### src/rtl/debounce_toggle_bank.sv
// Bank of independent debounced switch channels with press/release/long-press pulses
// and a per-channel toggle latch that flips on either the press or the release edge.
module debounce_toggle_bank #(
  parameter int                NUM_CH          = 4,
  parameter int                DEBOUNCE_LIMIT  = 250000,
  parameter int                LONG_LIMIT      = 12500000,
  parameter logic [NUM_CH-1:0] TOGGLE_ON_PRESS = '0
) (
  input  logic              i_Clk,
  input  logic              i_Reset,
  input  logic [NUM_CH-1:0] i_Switch,
  input  logic [NUM_CH-1:0] i_Toggle_Clr,
  output logic [NUM_CH-1:0] o_State,
  output logic [NUM_CH-1:0] o_Press,
  output logic [NUM_CH-1:0] o_Release,
  output logic [NUM_CH-1:0] o_Long,
  output logic [NUM_CH-1:0] o_Toggle
);

  localparam int DW = $clog2(DEBOUNCE_LIMIT + 1);
  localparam int LW = $clog2(LONG_LIMIT + 1);

  localparam logic [DW-1:0] DEB_LAST  = DW'(DEBOUNCE_LIMIT - 1);
  localparam logic [LW-1:0] LONG_MAX  = LW'(LONG_LIMIT);
  localparam logic [LW-1:0] LONG_LAST = LW'(LONG_LIMIT - 1);

  logic [NUM_CH-1:0] sync1_q, sync1_d;
  logic [NUM_CH-1:0] sync2_q, sync2_d;
  logic [NUM_CH-1:0] state_q, state_d;
  logic [NUM_CH-1:0] press_q, press_d;
  logic [NUM_CH-1:0] rel_q, rel_d;
  logic [NUM_CH-1:0] long_q, long_d;
  logic [NUM_CH-1:0] toggle_q, toggle_d;
  logic [DW-1:0]     deb_cnt_q  [NUM_CH];
  logic [DW-1:0]     deb_cnt_d  [NUM_CH];
  logic [LW-1:0]     long_cnt_q [NUM_CH];
  logic [LW-1:0]     long_cnt_d [NUM_CH];

  always_comb begin
    sync1_d  = i_Switch;
    sync2_d  = sync1_q;
    state_d  = state_q;
    press_d  = '0;
    rel_d    = '0;
    long_d   = '0;
    toggle_d = toggle_q;
    for (int i = 0; i < NUM_CH; i++) begin
      deb_cnt_d[i]  = '0;
      long_cnt_d[i] = '0;

      if (sync2_q[i] != state_q[i]) begin
        if (deb_cnt_q[i] == DEB_LAST) begin
          state_d[i] = sync2_q[i];
          press_d[i] = sync2_q[i];
          rel_d[i]   = ~sync2_q[i];
        end else begin
          deb_cnt_d[i] = deb_cnt_q[i] + 1'b1;
        end
      end

      // Counting on the next level makes the counter equal the number of held cycles,
      // so the pulse lands in the cycle the count first reaches LONG_LIMIT.
      if (state_d[i]) begin
        long_cnt_d[i] = (long_cnt_q[i] == LONG_MAX) ? LONG_MAX : long_cnt_q[i] + 1'b1;
        long_d[i]     = (long_cnt_q[i] == LONG_LAST);
      end

      if (i_Toggle_Clr[i]) begin
        toggle_d[i] = 1'b0;
      end else if (TOGGLE_ON_PRESS[i] ? press_q[i] : rel_q[i]) begin
        toggle_d[i] = ~toggle_q[i];
      end
    end
  end

  always_ff @(posedge i_Clk) begin
    if (i_Reset) begin
      sync1_q  <= '0;
      sync2_q  <= '0;
      state_q  <= '0;
      press_q  <= '0;
      rel_q    <= '0;
      long_q   <= '0;
      toggle_q <= '0;
      for (int i = 0; i < NUM_CH; i++) begin
        deb_cnt_q[i]  <= '0;
        long_cnt_q[i] <= '0;
      end
    end else begin
      sync1_q  <= sync1_d;
      sync2_q  <= sync2_d;
      state_q  <= state_d;
      press_q  <= press_d;
      rel_q    <= rel_d;
      long_q   <= long_d;
      toggle_q <= toggle_d;
      for (int i = 0; i < NUM_CH; i++) begin
        deb_cnt_q[i]  <= deb_cnt_d[i];
        long_cnt_q[i] <= long_cnt_d[i];
      end
    end
  end

  assign o_State   = state_q;
  assign o_Press   = press_q;
  assign o_Release = rel_q;
  assign o_Long    = long_q;
  assign o_Toggle  = toggle_q;

endmodule

### config.mk
export PLATFORM = sky130hd
export DESIGN_NAME = debounce_toggle_bank
export DESIGN_NICKNAME = d
export VERILOG_FILES = /design/src/rtl/debounce_toggle_bank.sv
export SDC_FILE = /design/constraint.sdc
export NUM_CORES = 1
export LEC_CHECK = 0
export ABC_AREA = 1
export ABC_CLOCK_PERIOD_IN_PS = 2000
export BUFFER_PORTS_ARGS = -buffer_cell sky130_fd_sc_hd__buf_4
export CELL_PAD_IN_SITES_DETAIL_PLACEMENT = 1
export CELL_PAD_IN_SITES_GLOBAL_PLACEMENT = 2
export CORE_MARGIN = 4
export CORE_UTILIZATION = 36
export CTS_CLUSTER_SIZE = 10
export DETAILED_ROUTE_END_ITERATION = 7
export HOLD_SLACK_MARGIN = 0.05
export PLACE_DENSITY_LB_ADDON = 0.1
export SLEW_MARGIN = 10
export SYNTH_ARGS = -nofsm -noshare
export SYNTH_HDL_FRONTEND = slang
export SYNTH_SLANG_ARGS = --single-unit
### constraint.sdc
create_clock -name i_Clk -period 2 [get_ports i_Clk]
set_input_delay 0.4 -clock i_Clk [delete_from_list [all_inputs] [get_ports i_Clk]]
set_output_delay 0.4 -clock i_Clk [all_outputs]
set_load 0.02 [all_outputs]
Yosys cells after proc, flatten, opt, wreduce, memory -nomap -nowiden:

Memories as Yosys holds them, arrays and structs flattened.
Index checks and enable logic that the tools add are counted.

* register bits: 28
* RAM bits: 168
* word-level logic and storage cells: 120
* memories: 2

* add/sub/neg operators: 8
* eq/ne operators: 16
* muxes and demuxes: 35
* bitwise gates (word level): 28
* reduce and logical (&&, ||, !) cells: 12

Memories
* long_cnt_q: words 4, bits a word 24, rd ports 4, clocked after Yosys merged registers in 0, write ports 4, line 36 `logic [LW-1:0] long_cnt_q [NUM_CH];`
* deb_cnt_q: words 4, bits a word 18, rd ports 4, clocked after Yosys merged registers in 0, write ports 4, line 34 `logic [DW-1:0] deb_cnt_q [NUM_CH];`

Operators by type and width (number)
* two-way mux 24 bit: 12
* two-way mux 18 bit: 12
* equality test 24 bit (second input constant): 8
* adder 24 x 1 -> 24 bit (second input constant): 4
* adder 18 x 1 -> 18 bit (second input constant): 4
* equality test 18 bit (second input constant): 4
* NOT 1 bit: 20
* OR reduction 2 bit: 8
* OR reduction 3 bit: 4
* two-way mux 1 bit: 11
* bitwise OR 1 bit: 8
* != test 1 bit: 4

Longest topological paths before layout:

Gate-level depths: netlist of the first run.

* depth after elaboration: 5
* depth in mapped cells: 10
* depth with buffers taken out: 10

Worst setup path before layout of the first run:

No wires, ideal clock.

* path type: reg-to-reg
* from: memory deb_cnt_q[3][0] (netlist name)
* to: memory long_cnt_q[3][6] (netlist name)
* arrival: 1.312 ns
* path slack: 0.571 ns
* stages on the path, launching flop included: 10
* clock period less this slack: 1.429 ns
* path through: dfxtp_1 -> ha_1 -> nand2_1 -> nor2_2 -> inv_2 -> nor2_2 -> nand3_1 -> nand4_2 -> buf_4 -> nor2_2

RTL lines (line)
* from (decl): 34
* to (decl): 36

==> metrics list, run 1 <==
- The wire-length estimate of the detail-placed layout is 18800 µm.
- After clock tree synthesis, the clock-pin slew on the worst setup and hold paths is ~0.080 ns.
- Quantity of hold-fixing buffers added after cts: 0
* Required time worst endpoint: ~2.4 ns
* Setup TNS after final layout: 0 ns
- After detailed routing, the total wire length is roughly 24000 µm.
* Cell row count: 60
- The first routing iteration left between 300 and 400 violations.
* Share of the yosys chip area belonging to registers: 39.2%
* Via count of the first global-routing pass: just over 9k
- Setup clock skew after layout: about 0.014 ns
* Routed WL per cell: 13.2 µm
- Synthesis produced about 1.4k cells.
- N_diodes: 0
- CTS built an H-tree with a depth of 4.
- CTS sink count: between 150 and 200
- The worst pin sits at a relative slew slack of roughly 68%.
- Once routing completed, OpenROAD measured the worst setup slack at about 0.2 ns.
- Max rail drop VDD: between 0.5 and 0.6 mV
* Worst Path Max Fanout: 12
- # IOs: 30
- After detailed routing, the number of remaining DRC violations is 0.
- Number of endpoints failing setup at the final stage: 0
- Routability-driven placement finished with a final weighted congestion of 0.780.
* Data arrival at the endpoint of the critical path: about 2.2 ns
- Post-synthesis area per instance: between 7 and 8 µm²
* Placement Setup Slack: between 0.1 and 0.15 ns
- Syn Nets: 1451
* Detail Route Antenna Nets: 0
- Placeable core region: 27200 µm²
- For the finished layout, the period the worst path requires is ~1.8 ns.
- Leading area contributor after synthesis: sky130_fd_sc_hd__dfxtp_1
- Capturing element type of the critical path: flip-flop
* Setup crit start kind: flip-flop
- DIE AREA: approximately 30000 µm²
- Number of port buffers: 29
- Using the TritonRoute via totals, the vias-per-cell ratio works out to roughly 4.8.
- Synth Warn #: 0
- The first global-routing pass estimated 43100 µm of wire.
- Die Span X: about 170 µm
- Vert. Die Dim: roughly 170 µm
- Leakage power total: roughly 3.5 nW
- The synthesized design contains between 150 and 200 register bits.
* Clock buffers created by TritonCTS: 17
- Layout overhead on the synthesized area: 12.1%
- Initial core utilization: around 37%
* Synth top area share: 39.2%
* Antenna violations before repair: 0
- In the layout the commonest cells are 304 x sky130_fd_sc_hd__nand2_1, 261 x sky130_fd_sc_hd__nor2_1, 196 x sky130_fd_sc_hd__dfxtp_1.
- In the final design database the tool counted ~1.5k nets.
- Worst-Margin Slew: approximately 0.48 ns
- Remaining Overflow, GRT: 0
- For this design the ratio of total power to cell area is ~650 nW/µm².
* Most frequent standard cell in the layout excluding fill and tap cells: sky130_fd_sc_hd__nand2_1
* Status: finished, final reports clean
- The tool flagged a number of max-cap violations equal to 0.
- Entering global routing, the biggest net connects 19 pins.
* All-layer global routing usage: 16.6%
- RSZ-0062 raised after global routing: yes
* Final Max Slew Viols: 0
* Library cells used by synthesis: 36
* Worst slack on hold paths: 0.107 ns
* Leading cell types by total area after synthesis: sky130_fd_sc_hd__dfxtp_1 39%, sky130_fd_sc_hd__nand2_1 11%, sky130_fd_sc_hd__nor2_1 9.8%
- DR vias: between 8k and 9k
* Clk buf depth: 2
* Fraction of layout instances using a drive strength above 1: around 14%
- Share of the cycle needed by the critical path after routing: between 90% and 100%
* Netlist Area Pre-Place: around 10000 µm²
* Root buffer selected by CTS: sky130_fd_sc_hd__clkbuf_16
- The later pin in the worst-skew pair is clocked with a latency of approximately 0.44 ns.
- Maximum clock frequency: around 560 MHz
- TritonCTS clock tree: yes
- Worst setup path class: flip-flop to flip-flop
- Router iterations before antenna repair: 4
* Final hold violation count: 0
- The worst hold path belongs to the class primary input to flip-flop.
state kept, by name, indices dropped and copies added (netlist names):
name	cells
o_State	4
o_Release	4
sync2_q	4
long_cnt_q	96
o_Long	4
deb_cnt_q	72
o_Press	4
o_Toggle	4
sync1_q	4
area by class of cell:
type	count	area, µm²
clock buffer	19	453
clock inverter	13	114
fill	3490	15900
inverter	186	698
multi-input combinational	1032	5320
sequential	196	3920
tap	372	465
timing repair buffer	34	255
routing by layer:
| layer | up-vias | share of wire [%] | track usage, % |
|---|---|---|---|
| met3 | 13 | 1.5 | 2.68 |
| li1 | 4595 | - | - |
| met1 | 4154 | 49 | 21.6 |
| met5 | - | 0 | 0 |
| met2 | 40 | 49 | 29.3 |
| met4 | 0 | 0.88 | 3.40 |
kinds of logic after synthesis:
logic type | count (synthesis) | synth area share (%)
xor gates and xnor gates | 59 | 5.16
adders and majority gates | 12 | 1.50
and+or+nand+nor | 856 | 39.7
AOI/OAI and AO/OA | 105 | 6.32
DFF | 196 | 39.2
buffers and inverters | 201 | 8.13
cells in the mapped netlist:
library cell and instances:
sky130_fd_sc_hd__or2_0 9, sky130_fd_sc_hd__nand3b_1 11, sky130_fd_sc_hd__nor2_4 14, sky130_fd_sc_hd__nand2_2 15, sky130_fd_sc_hd__clkbuf_1 1, sky130_fd_sc_hd__xor2_1 39, sky130_fd_sc_hd__buf_6 6, sky130_fd_sc_hd__nor3b_1 9
sky130_fd_sc_hd__inv_1 171, sky130_fd_sc_hd__nand4_2 4, sky130_fd_sc_hd__nand3_1 75, sky130_fd_sc_hd__buf_2 6, sky130_fd_sc_hd__nor2_2 50, sky130_fd_sc_hd__a21oi_2 22, sky130_fd_sc_hd__ha_1 12, sky130_fd_sc_hd__o21ai_2 2
sky130_fd_sc_hd__nor2_1 261, sky130_fd_sc_hd__o21ai_0 23, sky130_fd_sc_hd__xnor2_1 20, sky130_fd_sc_hd__o21bai_1 5, sky130_fd_sc_hd__a31oi_1 2, sky130_fd_sc_hd__nor4_1 9, sky130_fd_sc_hd__dfxtp_1 196, sky130_fd_sc_hd__or2_2 5
sky130_fd_sc_hd__clkinv_1 2, sky130_fd_sc_hd__nand3_2 7, sky130_fd_sc_hd__o21ai_1 2, sky130_fd_sc_hd__nand4_1 49, sky130_fd_sc_hd__nor3_1 29, sky130_fd_sc_hd__a211oi_1 1, sky130_fd_sc_hd__nand2_4 4, sky130_fd_sc_hd__inv_2 13
sky130_fd_sc_hd__nor3_2 1, sky130_fd_sc_hd__a21oi_1 48, sky130_fd_sc_hd__nand2_1 304, sky130_fd_sc_hd__buf_4 2
worst paths after layout:
path | startpoint | endpoint | slack [ns] | depth (start not counted)
worst max-delay path | deb_cnt_q[1][0] | long_cnt_q[1][0] | 0.20 | 9
worst min-delay path | i_Toggle_Clr[2] | o_Toggle[2] | 0.11 | 2
worst min register to register | sync1_q[1] | sync2_q[1] | 0.41 | 2
worst max register to register | deb_cnt_q[1][0] | long_cnt_q[1][0] | 0.20 | 9
what timing repair did:
item / CTS / global route
endpoints found under the hold margin: 0 / 0
resized for setup: 0 / 5
setup buffers: 0 / 0
setup endpoints to repair: 0 / 27
critical path, cell delays in order, from the launching register on:
cell	delay [ns]
sky130_fd_sc_hd__dfxtp_1	0.38
sky130_fd_sc_hd__ha_1	0.19
sky130_fd_sc_hd__nand2_1	0.07
sky130_fd_sc_hd__inv_2	0.07
sky130_fd_sc_hd__nand2_1	0.08
sky130_fd_sc_hd__nor2_2	0.15
sky130_fd_sc_hd__nand2_2	0.09
sky130_fd_sc_hd__nand2_2	0.08
sky130_fd_sc_hd__nand4_2	0.38
sky130_fd_sc_hd__nor2_1	0.23
where the power goes:
group          internal [mW]  total, mW  switching, mW
Clock                   1.70       3.37           1.66
Combinational         0.0227     0.0649         0.0422
Sequential              3.91       3.92        0.00777
Total                   5.64       7.35           1.71
through the flow:
step / power, mW / utilization, % / std cells / area, µm²
4_1_cts: 7.48 / 41.2 / 1852 / 11200
3_3_place_gp: 4.07 / 39.1 / 1820 / 10600
5_1_grt: 7.65 / 41.3 / 1852 / 11200
2_1_floorplan: 4.04 / - / 1429 / 10000
3_5_place_dp: 4.07 / 39.1 / 1820 / 10600
6_report: 7.35 / 41.3 / 1852 / 11200
Note: power is estimated with default switching activity, not from simulation.
==> run 2, diff against run 1 <==
--- a/config.mk
+++ b/config.mk
@@ -11,12 +11,13 @@
 export CELL_PAD_IN_SITES_DETAIL_PLACEMENT = 1
 export CELL_PAD_IN_SITES_GLOBAL_PLACEMENT = 2
 export CORE_MARGIN = 4
-export CORE_UTILIZATION = 36
+export CORE_UTILIZATION = 37
+export CTS_BUF_LIST = sky130_fd_sc_hd__clkbuf_8
 export CTS_CLUSTER_SIZE = 10
 export DETAILED_ROUTE_END_ITERATION = 7
 export HOLD_SLACK_MARGIN = 0.05
 export PLACE_DENSITY_LB_ADDON = 0.1
-export SLEW_MARGIN = 10
+export SLEW_MARGIN = 20
 export SYNTH_ARGS = -nofsm -noshare
 export SYNTH_HDL_FRONTEND = slang
 export SYNTH_SLANG_ARGS = --single-unit
==> metrics list, run 2 (same netlist as run 1, synthesis figures left out) <==
- Layout overhead on the synthesized area: 10.3%
- The worst register-to-register path ends at long_cnt_q[1][11].
* Worst Path Max Fanout: 14 (+2)
- Detail Route Antenna Nets: 0 (unchanged)
- The relative slew slack came to 67.6% (about the same).
- TritonCTS clock tree: yes
* Vert. Die Dim: 173 µm (-1.3%)
- Via count of the first global-routing pass: 9006 (-0.77%)
- Clock buffers created by TritonCTS: 17 (unchanged)
- The remaining routing DRC violations was 0 (unchanged).
* RSZ-0062 raised after global routing: no
* Worst setup path class: flip-flop to flip-flop
- Number of post-CTS setup repair buffers: 0 (unchanged)
* Cell row count: 59 (-1.7%)
* DP Area: 10600 µm² (-0.29%)
- The number of fill cells is 3419 (-2.0%).
- Insertion delay to the later sink of the worst-skew pair: 0.48 ns (+0.04 ns)
- Routed WL per cell: 13.3 µm (+0.86%)
- The initial cell density of the core was 38.0% (+1.2 points).
* Router iterations before antenna repair: 4 (unchanged)
- Final hold violation count: 0 (unchanged)
- The peak supply drop came to 0.401 mV (-20%).
* Die Span X: 173 µm (-1.3%)
- DIE AREA: 29800 µm² (-2.6%)
* Setup slack of the most critical reg-to-reg path: 0.29 ns (+0.09 ns)
* Placement Setup Slack: 0.120 ns (-0.00948 ns)
- Setup WS post-layout: 0.291 ns (+0.0916 ns)
- The post-route clock skew came to 0.0237 ns (+0.00966 ns).
- The number of I/O port buffers was 29 (unchanged).
- Final Max Slew Viols: 0 (unchanged)
- Register with the most flip-flops: long_cnt_q
- The HPWL after detailed placement came to 18700 µm (-0.59%).
- The flip-flop count of the largest register after layout was 96 (unchanged).
* Leading cell types in the layout, fill and taps excluded: 304 x sky130_fd_sc_hd__nand2_1, 261 x sky130_fd_sc_hd__nor2_1, 196 x sky130_fd_sc_hd__dfxtp_1
- Register-to-Register Path Depth: 9 (unchanged)
* DR vias: 8734 (-0.77%)
- Fraction of layout instances using a drive strength above 1: 13.7% (-0.055 points)
- Pin count of the biggest net entering global routing: 19 (unchanged)
- Nets@finish: 1495 (+0.40%)
- WL final: 24200 µm (-0.83%)
- The overall overflow remaining after global route was 0 (unchanged).
- # IOs: 30 (unchanged)
- The detail-routed via count per cell came to 4.80 (+0.92%).
- Maximum clock frequency: 585 MHz (+5.4%)
- Reg2reg start: deb_cnt_q[1][0]
- The count of H-tree levels built during CTS was 4 (unchanged).
- The cell count of the worst hold path is 3 (+1).
- The design area is 11100 µm² (-1.6%).
- Worst slack on hold paths: 0.128 ns (+0.0208 ns)
- CTS sink count: 196 (unchanged)
* Clk buf depth: 2 (unchanged)
- The data arrival time of the critical path came to 2.10 ns (-0.06 ns).
- The part of the cycle the worst path needs was 85.5% (-4.6 points).
- Global-route wire length before repair: 43200 µm (+0.30%)
- N_diodes: 0 (unchanged)
- Capturing element type of the critical path: flip-flop
- Endpoint of the worst hold-timing path: sync1_q[0]
- The number of DRC markers in iteration 0 is 316 (+4.6%).
- Final critical delay including setup and external delays: 1.71 ns (-0.0916 ns)
- The number of antenna violations at the first check in global routing came to 0 (unchanged).
* Most frequent standard cell in the layout excluding fill and tap cells: sky130_fd_sc_hd__nand2_1
* Setup crit start kind: flip-flop
- The tightest min-delay check is of the primary input to flip-flop type.
* Root buffer selected by CTS: sky130_fd_sc_hd__clkbuf_8
* Leakage power total: 3.40 nW (-1.7%)
- The run finished with clean final reports.
* Clock-pin slew on the worst setup and hold paths: 0.11 ns (+0.03 ns)
- The core area is 26400 µm² (-3.0%).
- Power after layout: 6.50 mW (-12%)
- Worst-Margin Slew: 0.483 ns (-0.00185 ns)
- All-layer global routing usage: 16.9% (+0.28 points)
- The total of endpoints with negative setup slack in the final report is 0 (unchanged).
* Largest registers: long_cnt_q: 96 flops, deb_cnt_q: 72 flops
- Final GP Congestion: 0.792 (+1.5%)
- The final-layout setup total negative slack came to 0 ns (unchanged).
* Max capacitance violation total: 0 (unchanged)
- Hold Path Origin: i_Switch[0]
- Power per unit of standard cell area: 588 nW/µm² (-10%)
* Required time worst endpoint: 2.39 ns (+0.03 ns)
[run 2: cell types whose count changed in the layout (fill, tap and decap cells not counted), sizes merged]
cell | previous run | this run
buf | 34 | 36
bufinv | 0 | 1
clkbuf | 19 | 17
dlygate4sd3 | 0 | 4
inv | 191 | 192
[run 2: worst max path at each step]
stage / endpoint / slack [ns] / start
6_report: long_cnt_q[1][11] / 0.29 / deb_cnt_q[1][0]
5_1_grt: long_cnt_q[1][23] / 0.06 / deb_cnt_q[1][0]
4_1_cts: long_cnt_q[1][11] / 0.09 / deb_cnt_q[1][0]
3_5_place_dp: long_cnt_q[1][10] / 0.12 / deb_cnt_q[1][0]
3_3_place_gp: long_cnt_q[1][12] / 0.18 / deb_cnt_q[1][0]
2_1_floorplan: long_cnt_q[3][6] / 0.57 / deb_cnt_q[3][0]
[run 2: where the power goes]
group          switching [mW]  leakage [nW]  internal [mW]
logic                  0.0443          1.63         0.0297
registers             0.00731          1.58           3.91
clock network            1.51         0.188          0.999
[run 2: what timing repair did]
action,CTS,global route
gates resized for setup,0,7
setup endpoints to repair,0,40
hold endpoints to repair,3,1
hold buffers,3,1
[run 2: metal layers]
layer | global-route usage (%) | wire length, µm | vias to the layer above | share of wire, %
li1 | - | - | 4597 | -
met1 | 22.6 | 12100 | 4067 | 50
met2 | 29.0 | 11500 | 58 | 47
met3 | 2.88 | 457 | 12 | 1.9
met4 | 3.19 | 162 | 0 | 0.67
met5 | 0 | 0 | - | 0
[run 2: metrics by stage]
stage,util (%),instances
floorplan,-,1429
detailed placement,40.2,1785
CTS,41.7,1820
finish,41.9,1821
global placement,40.2,1785
global route,41.9,1821
[run 2: area by class of cell]
cell class	count	area (µm²)	area share, %
Multi-Input combinational cell	1032	5340	48.3
Tap cell	335	419	3.79
Inverter	186	698	6.32
Sequential cell	196	3920	35.5
Timing Repair Buffer	40	310	2.81
Clock buffer	17	234	2.12
Clock inverter	15	130	1.18
[run 2: worst max-delay path: stages, from the launching register on]
cell and delay, ns:
sky130_fd_sc_hd__dfxtp_1 0.39, sky130_fd_sc_hd__ha_1 0.18, sky130_fd_sc_hd__nand2_1 0.07, sky130_fd_sc_hd__inv_2 0.07
sky130_fd_sc_hd__nand2_1 0.10, sky130_fd_sc_hd__nor2_2 0.16, sky130_fd_sc_hd__nand2_2 0.09, sky130_fd_sc_hd__nand2_2 0.12
sky130_fd_sc_hd__nand3_4 0.25, sky130_fd_sc_hd__a21oi_1 0.19
